## config.mk

```make
export PLATFORM = sky130hd
export DESIGN_NAME = fir_response_meter
export DESIGN_NICKNAME = d
export VERILOG_FILES = /design/src/rtl/fir_meter_pkg.sv /design/src/rtl/fir_extrema_tracker.sv /design/src/rtl/fir_response_meter.sv
export SDC_FILE = /design/constraint.sdc
export NUM_CORES = 1
export LEC_CHECK = 0
export CAP_MARGIN = 0
export CORE_MARGIN = 1.5
export CORE_UTILIZATION = 40
export CTS_BUF_LIST = sky130_fd_sc_hd__clkbuf_4
export CTS_CLUSTER_SIZE = 16
export DETAILED_ROUTE_END_ITERATION = 8
export PLACE_DENSITY_LB_ADDON = 0.1
export SLEW_MARGIN = 20
export SYNTH_ARGS = -nofsm -noshare
export SYNTH_HDL_FRONTEND = slang
export SYNTH_SLANG_ARGS = --single-unit
```

## constraint.sdc

```tcl
create_clock -name clk -period 8.7 [get_ports clk]
set_input_delay 1.74 -clock clk [delete_from_list [all_inputs] [get_ports clk]]
set_output_delay 1.74 -clock clk [all_outputs]
set_load 0.01 [all_outputs]
```

## src/rtl/fir_meter_pkg.sv

```systemverilog
// Shared types and constants for the FIR response meter.
package fir_meter_pkg;

  typedef enum logic [1:0] {
    IDLE    = 2'd0,
    SETTLE  = 2'd1,
    MEASURE = 2'd2,
    DONE    = 2'd3
  } meter_state_t;

  localparam int CNT_W_DEF     = 16;
  localparam int FRAC_BITS     = 30;
  localparam int INT_BITS      = 9;
  // Q9.30 plus sign bit gives the 40-bit filter output word.
  localparam int OUT_WIDTH_DEF = 1 + INT_BITS + FRAC_BITS;

endpackage

```

## src/rtl/fir_extrema_tracker.sv

```systemverilog
// Signed running max/min registers with load (first sample), update and hold.
module fir_extrema_tracker
  import fir_meter_pkg::*;
#(
  parameter int OUT_WIDTH = OUT_WIDTH_DEF
) (
  input  logic                        clk,
  input  logic                        rst,
  input  logic                        load,
  input  logic                        update,
  input  logic signed [OUT_WIDTH-1:0] y,
  output logic signed [OUT_WIDTH-1:0] max_y,
  output logic signed [OUT_WIDTH-1:0] min_y,
  output logic signed [OUT_WIDTH-1:0] max_nxt,
  output logic signed [OUT_WIDTH-1:0] min_nxt
);

  // Next values are exported so the amplitude can include the final sample.
  always_comb begin
    max_nxt = max_y;
    min_nxt = min_y;
    if (load) begin
      max_nxt = y;
      min_nxt = y;
    end else if (update) begin
      if (y > max_y) max_nxt = y;
      if (y < min_y) min_nxt = y;
    end
  end

  always_ff @(posedge clk) begin
    if (rst) begin
      max_y <= '0;
      min_y <= '0;
    end else begin
      max_y <= max_nxt;
      min_y <= min_nxt;
    end
  end

endmodule

```

## src/rtl/fir_response_meter.sv

```systemverilog
// Settle/measure window over the FIR output stream, reporting signed extremes and amplitude.
// Define FIR_METER_P2P_EN to report half peak-to-peak instead of the peak as amp.
module fir_response_meter
  import fir_meter_pkg::*;
#(
  parameter int OUT_WIDTH = OUT_WIDTH_DEF,
  parameter int CNT_W     = CNT_W_DEF
) (
  input  logic                        clk,
  input  logic                        rst,
  input  logic                        start,
  input  logic [CNT_W-1:0]            settle_cycles,
  input  logic [CNT_W-1:0]            window_cycles,
  input  logic                        y_valid,
  input  logic signed [OUT_WIDTH-1:0] y,
  output logic                        busy,
  output logic                        res_valid,
  input  logic                        res_ready,
  output logic signed [OUT_WIDTH-1:0] max_y,
  output logic signed [OUT_WIDTH-1:0] min_y,
  output logic signed [OUT_WIDTH-1:0] amp
);

  meter_state_t                r_state, w_state_nxt;
  logic [CNT_W-1:0]            r_cnt, r_settle, r_window;
  logic signed [OUT_WIDTH-1:0] r_amp;
  logic signed [OUT_WIDTH-1:0] w_max_nxt, w_min_nxt;
  logic                        w_load, w_update, w_cnt_en, w_meas_last;

  // Span is formed one bit wider so full-scale extremes cannot overflow.
  function automatic logic signed [OUT_WIDTH-1:0] amp_of(
    input logic signed [OUT_WIDTH-1:0] mx,
    input logic signed [OUT_WIDTH-1:0] mn
  );
`ifdef FIR_METER_P2P_EN
    logic signed [OUT_WIDTH:0] span;
    span   = (OUT_WIDTH+1)'(mx) - (OUT_WIDTH+1)'(mn);
    amp_of = OUT_WIDTH'(span >>> 1);
`else
    amp_of = mx;
`endif
  endfunction

  always_ff @(posedge clk) begin
    if (rst) r_state <= IDLE;
    else     r_state <= w_state_nxt;
  end

  always_comb begin
    w_state_nxt = r_state;
    w_load      = 1'b0;
    w_update    = 1'b0;
    w_cnt_en    = 1'b0;
    w_meas_last = 1'b0;
    case (r_state)
      IDLE: begin
        if (start) w_state_nxt = (settle_cycles == '0) ? MEASURE : SETTLE;
      end
      SETTLE: begin
        w_cnt_en = y_valid;
        if (y_valid && (r_cnt == r_settle - CNT_W'(1))) w_state_nxt = MEASURE;
      end
      MEASURE: begin
        w_cnt_en = y_valid;
        if (y_valid) begin
          w_load   = (r_cnt == '0);
          w_update = (r_cnt != '0);
          if (r_cnt == r_window - CNT_W'(1)) begin
            w_meas_last = 1'b1;
            w_state_nxt = DONE;
          end
        end
      end
      DONE: begin
        if (res_ready) w_state_nxt = IDLE;
      end
      default: w_state_nxt = IDLE;
    endcase
  end

  always_ff @(posedge clk) begin
    if (rst) begin
      r_cnt    <= '0;
      r_settle <= '0;
      r_window <= '0;
      r_amp    <= '0;
    end else begin
      if (r_state == IDLE && start) begin
        r_settle <= settle_cycles;
        r_window <= (window_cycles == '0) ? CNT_W'(1) : window_cycles;
      end
      if (w_state_nxt != r_state) r_cnt <= '0;
      else if (w_cnt_en)          r_cnt <= r_cnt + CNT_W'(1);
      if (w_meas_last) r_amp <= amp_of(w_max_nxt, w_min_nxt);
    end
  end

  fir_extrema_tracker #(
    .OUT_WIDTH(OUT_WIDTH)
  ) u_tracker (
    .clk     (clk),
    .rst     (rst),
    .load    (w_load),
    .update  (w_update),
    .y       (y),
    .max_y   (max_y),
    .min_y   (min_y),
    .max_nxt (w_max_nxt),
    .min_nxt (w_min_nxt)
  );

  assign busy      = (r_state != IDLE);
  assign res_valid = (r_state == DONE);
  assign amp       = r_amp;

endmodule

```

==> results of run 1 <==
-- state kept, by name, indices dropped and copies added (netlist names) --
name / flops
r_window: 16
r_state: 2
u_tracker.min_y: 40
r_cnt: 16
amp: 40
r_settle: 16
u_tracker.max_y: 40
-- path summary, 6_finish.rpt --
path	from	endpoint	slack [ns]	cells after the start
worst max-delay path	y_valid	u_tracker.min_y[14]	3.88	10
worst min-delay path	r_settle[15]	r_settle[15]	0.48	2
worst min register to register	r_settle[15]	r_settle[15]	0.48	2
worst max register to register	r_state[0]	u_tracker.min_y[14]	4.82	11
-- cells in the mapped netlist (9+ instances only) --
cell type	count
a211oi_2	40
nor3_1	24
nand3_1	19
xor2_1	16
ha_1	88
nor2b_1	44
nor4_1	17
clkbuf_1	86
xnor2_1	34
inv_1	99
nand2_1	91
nand4_1	64
dfxtp_1	170
a31oi_1	43
a32oi_1	41
a21oi_1	64
o21ai_0	19
o211ai_1	9
nor2_1	210
a21o_1	15
nand2b_1	48
o311ai_0	40
-- report_power, final --
part | total [W] | switching [W] | leakage (nW) | internal, W
registers | 0.000871 | 0.0000487 | 1.38 | 0.000822
clock network | 0.000573 | 0.000310 | 0.187 | 0.000263
logic | 0.000629 | 0.000368 | 3.00 | 0.000261
total | 0.00207 | 0.000726 | 4.56 | 0.00135
-- layer usage --
layer | vias to the layer above | global-route usage
met5 | - | 0
met1 | 4998 | 0.282
met3 | 50 | 0.0381
met2 | 266 | 0.399
li1 | 5185 | -
met4 | 0 | 0.0642
-- per-stage QoR --
stage                     area [sq um]   util  hold WS, ns  instances
after CTS                        13300  0.498        0.481       1854
after detailed placement         13000  0.485        0.462       1822
after global routing             13400  0.499        0.514       1856
after floorplan                  10900      -        0.448       1373
after global placement           13000  0.485        0.458       1822
final                            13400  0.499        0.478       1856
-- final cells by class --
| cell class | count | area, sq um |
|---|---|---|
| Timing Repair Buffer | 212 | 2100 |
| Clock buffer | 18 | 135 |
| Multi-Input combinational cell | 1001 | 6720 |
| Sequential cell | 170 | 3400 |
| Inverter | 99 | 372 |
| Fill cell | 2630 | 13400 |
| Clock inverter | 14 | 220 |
| Antenna cell | 1 | 2.50 |
| Tap cell | 341 | 427 |
-- kinds of logic (layout without fill, tap and decap cells) --
logic type | after synthesis | count (layout) | share of synthesized area
muxes | 1 | 1 | 0.000920
adders and majority gates | 88 | 88 | 0.101
DFF | 170 | 170 | 0.313
buffers and inverters | 202 | 343 | 0.0749
other | 0 | 1 | 0
AOI/OAI and AO/OA | 312 | 312 | 0.222
xor gates and xnor gates | 50 | 50 | 0.0403
and+or+nand+nor | 550 | 550 | 0.248
-- worst max-delay path: stages --
cell             delay (ns)
clkdlybuf4s50_1        0.60
nand2_1                0.23
nor4_4                 0.30
buf_4                  0.49
a21oi_1                0.14
a21oi_4                0.38
buf_4                  0.82
nor2_1                 0.12
a31oi_1                0.18
o311ai_0               0.17
==> results.cfg, run 1 <==
[cts]
clkSinkCount = 170
clkLatencyLatePin_ns = 0.58
cts.repair.resized = 0
cts.path.max_buffers = 2
post_cts_buffers = 0
cts_max_level = 4
cts-root-buf = clkbuf_4
cts_buffers = 17
clk_pin_slew_ns = 0.15
cts_tree = built
hold_buffers = 0

[critical_path]
arrival_ns = 5.25
cp_max_fo = 105
cp.required_ns = 9.12
cp-end-kind = flip-flop
crit_type = input pin to flip-flop
crit_path_start_kind = input pin

[detailed_routing]
met3_length_um = 1400
routed.top_layer = met4
wirelength_um = 32100
drtIter0Drc = 648
wl_met2_um = 15600
vias_per_cell = 5.66
firstDrtPassIters = 5
wl_met1_um = 14500
wire_per_inst_um = 17.3
ant_nets = 0
vias = 10500
drcViolationCount = 0

[timing]
slew_headroom = 0.344
fmax_mhz = 207
tightest_slew_ns = 0.983
tns_ns = 0
drv_slew = 0
setup_violations = 0
fin_worst_skew_ns = 0.0322
fin_crit_sh = 0.554
final_hold_viol_count = 0
fin_crit_ns = 4.82
fin_ws_ns = 3.88
rsz0062_at_grt = false

[synth]
yosys.area.top_type = dfxtp_1
synth_top_area_frac = 0.313
syn_avg_cell_area_sq_um = 7.92
yosys.cell_types.count = 59
async_reset_ff_frac = 0
synthFlopType = dfxtp_1
synth_nets = 1538
ys_seq_area_frac = 0.313
synthTopCellsByArea = dfxtp_1, ha_1, nor2_1
synthCells = 1373
ys_seq_elements = 170
synthesis.area_sq_mm = 0.0109
synth_enable_flop_cells = 0
synth_warnings = 0

[floorplanning]
die_area_sq_mm = 0.0282
die_h_um = 168
core_sq_mm = 0.0268
initial_core_util = 0.406
die_w_um = 168
io_pins = 199
row_count = 60

[placed_design]
globalplace.congestion = 0.847
io_buffers = 198
dp_hpwl_um = 22800
dpl_worst_slack_ns = 3.24

[power]
power.leakage_nw = 4.56
p_total_w = 0.00207
p_per_area_mw_per_mm2 = 155
ir_drop_uv = 77.5

[global_routing]
grt_pass1_vias = 9872
antenna_found_initial = 1
grtUsageTotal = 0.226
grt_max_degree = 111
overflow = 0
grt_pass1_wl_um = 51600

[final_layout]
drive_gt1_frac = 0.0674
layout_commonest_cell = nor2_1
nets = 1666
final_cell_mix = nor2_1, clkdlybuf4s50_1, dfxtp_1
syn_to_final_growth_pct = 23.0

[run]
cap_violations = 0

[min_path]
min_path_type = flip-flop to flip-flop

[run_status]
status = finished, final reports clean
(Power assumes the default switching activity.)
==> run 2: changes to the inputs <==
==> constraint.sdc (replaced) <==
create_clock -name clk -period 3.97 [get_ports clk]
set_input_delay 0.794 -clock clk [delete_from_list [all_inputs] [get_ports clk]]
set_output_delay 0.794 -clock clk [all_outputs]
set_load 0.01 [all_outputs]
==> results.cfg, run 2 (same netlist as run 1, synthesis figures left out) <==
[run_status]
status = finished, final reports clean

[global_routing]
grt_use_met2 = 0.426
grt_pass1_wl_um = 53300
grt_use_met1 = 0.293
grtUsageMet3 = 0.0357
overflow = 0
busiest_layer = met2
grt_pass1_vias = 10200
grtUsageTotal = 0.234
antenna_found_initial = 1
grt_max_degree = 106

[detailed_routing]
drtIter0Drc = 734
firstDrtPassIters = 5
wire_per_inst_um = 17.3
ant_nets = 0
wirelength_um = 33000
drcViolationCount = 0
vias_per_cell = 5.62
vias = 10700

[final_layout]
fillers = 2602
syn_to_final_growth_pct = 27.2
seqCellArea_sq_mm = 0.00340
drive_gt1_frac = 0.0989
final_cell_mix = nor2_1, clkdlybuf4s50_1, dfxtp_1
nets = 1721
layout_commonest_cell = nor2_1
multi_input_area_sq_mm = 0.00671
fin_area_sq_mm = 0.0138

[timing]
slew_headroom = 0.279
fin_crit_ns = 3.50
final_hold_viol_count = 0
setup_violations = 0
fin_worst_skew_ns = 0.0352
fin_crit_sh = 0.883
rsz0062_at_grt = false
drv_slew = 0
hold-worst-slack_ns = 0.482
tightest_slew_ns = 1.07
fmax_mhz = 285

[placed_design]
dpl-instance-area_sq_mm = 0.0135
globalplace.congestion = 0.858
io_buffers = 198
dp_hpwl_um = 24100

[critical_path]
cp.required_ns = 4.47
cp-end-kind = flip-flop
cp_max_fo = 39
crit_path_start_kind = input pin
crit_type = input pin to flip-flop
ff2ff_setup_slack_ns = 0.71
arrival_ns = 4.01

[floorplanning]
io_pins = 199
die_w_um = 168
die_area_sq_mm = 0.0282
core_sq_mm = 0.0268
initial_core_util = 0.406
die_h_um = 168
row_count = 60

[cts]
hold_buffers = 0
clkLatencyLatePin_ns = 0.60
clkSinkCount = 170
cts-root-buf = clkbuf_4
cts_max_level = 4
cts.path.max_buffers = 2
cts.repair.resized = 0
cts_tree = built
post_cts_buffers = 0
clk_pin_slew_ns = 0.14
cts_buffers = 17

[min_path]
min_path_type = flip-flop to flip-flop

[run]
cap_violations = 0

[power]
p_per_area_mw_per_mm2 = 328
ir_drop_uv = 195
power.leakage_nw = 4.83
==> run 2: cell count changes in the layout (fill, tap and decap cells not counted), moves of 2 or more <==
cell,change
buf_12,+7
buf_4,+48
clkinvlp_4,+2
clkinv_4,-2
==> run 2: critical path, cell delays in order <==
cell and delay, ns:
clkdlybuf4s50_1 0.45, ha_1 0.32, a21oi_1 0.15, o21ai_0 0.19, a221oi_1 0.28, buf_4 0.15
a21boi_0 0.11, or4b_2 0.62, o211ai_1 0.32, buf_12 0.27, a32oi_1 0.13, a211oi_2 0.20
==> run 2: area by class of cell <==
class | count | share of cell area
Tap cell | 341 | 0.0308
Sequential cell | 170 | 0.246
Clock inverter | 14 | 0.0142
Antenna cell | 1 | 0.000181
Inverter | 99 | 0.0269
Timing Repair Buffer | 267 | 0.188
Multi-Input combinational cell | 1001 | 0.485
Clock buffer | 17 | 0.00922
==> run 2: report_power, final <==
group	total, W	switching, W	internal [W]
registers	0.00191	0.000106	0.00180
clock network	0.00117	0.000672	0.000501
logic	0.00146	0.000831	0.000632
==> run 2: final timing paths <==
check | from | cells past startpoint | to
setup / recovery | y[19] | 12 | amp[0]
hold / removal | r_settle[15] | 2 | r_settle[15]
setup reg to reg | u_tracker.max_y[23] | 12 | amp[0]
hold reg to reg | r_settle[15] | 2 | r_settle[15]
==> run 2: through the flow <==
stage / cells / worst slack, ns / setup TNS, ns / util / power [W]
2_1_floorplan: 1373 / 0.689 / 0 / - / 0.00283
5_1_grt: 1910 / 0.322 / 0 / 0.516 / 0.00481
6_report: 1910 / 0.466 / 0 / 0.516 / 0.00454
4_1_cts: 1909 / 0.523 / 0 / 0.516 / 0.00458
3_5_place_dp: 1878 / -0.0857 / -2.48 / 0.504 / 0.00340
3_3_place_gp: 1878 / -0.0396 / -1.13 / 0.504 / 0.00338
==> run 2: layer usage <==
| layer | part of all wire | vias to the layer above |
|---|---|---|
| li1 | - | 5317 |
| met1 | 0.45 | 5098 |
| met2 | 0.50 | 289 |
| met3 | 0.043 | 28 |
| met4 | 0.010 | 0 |
| met5 | 0 | - |
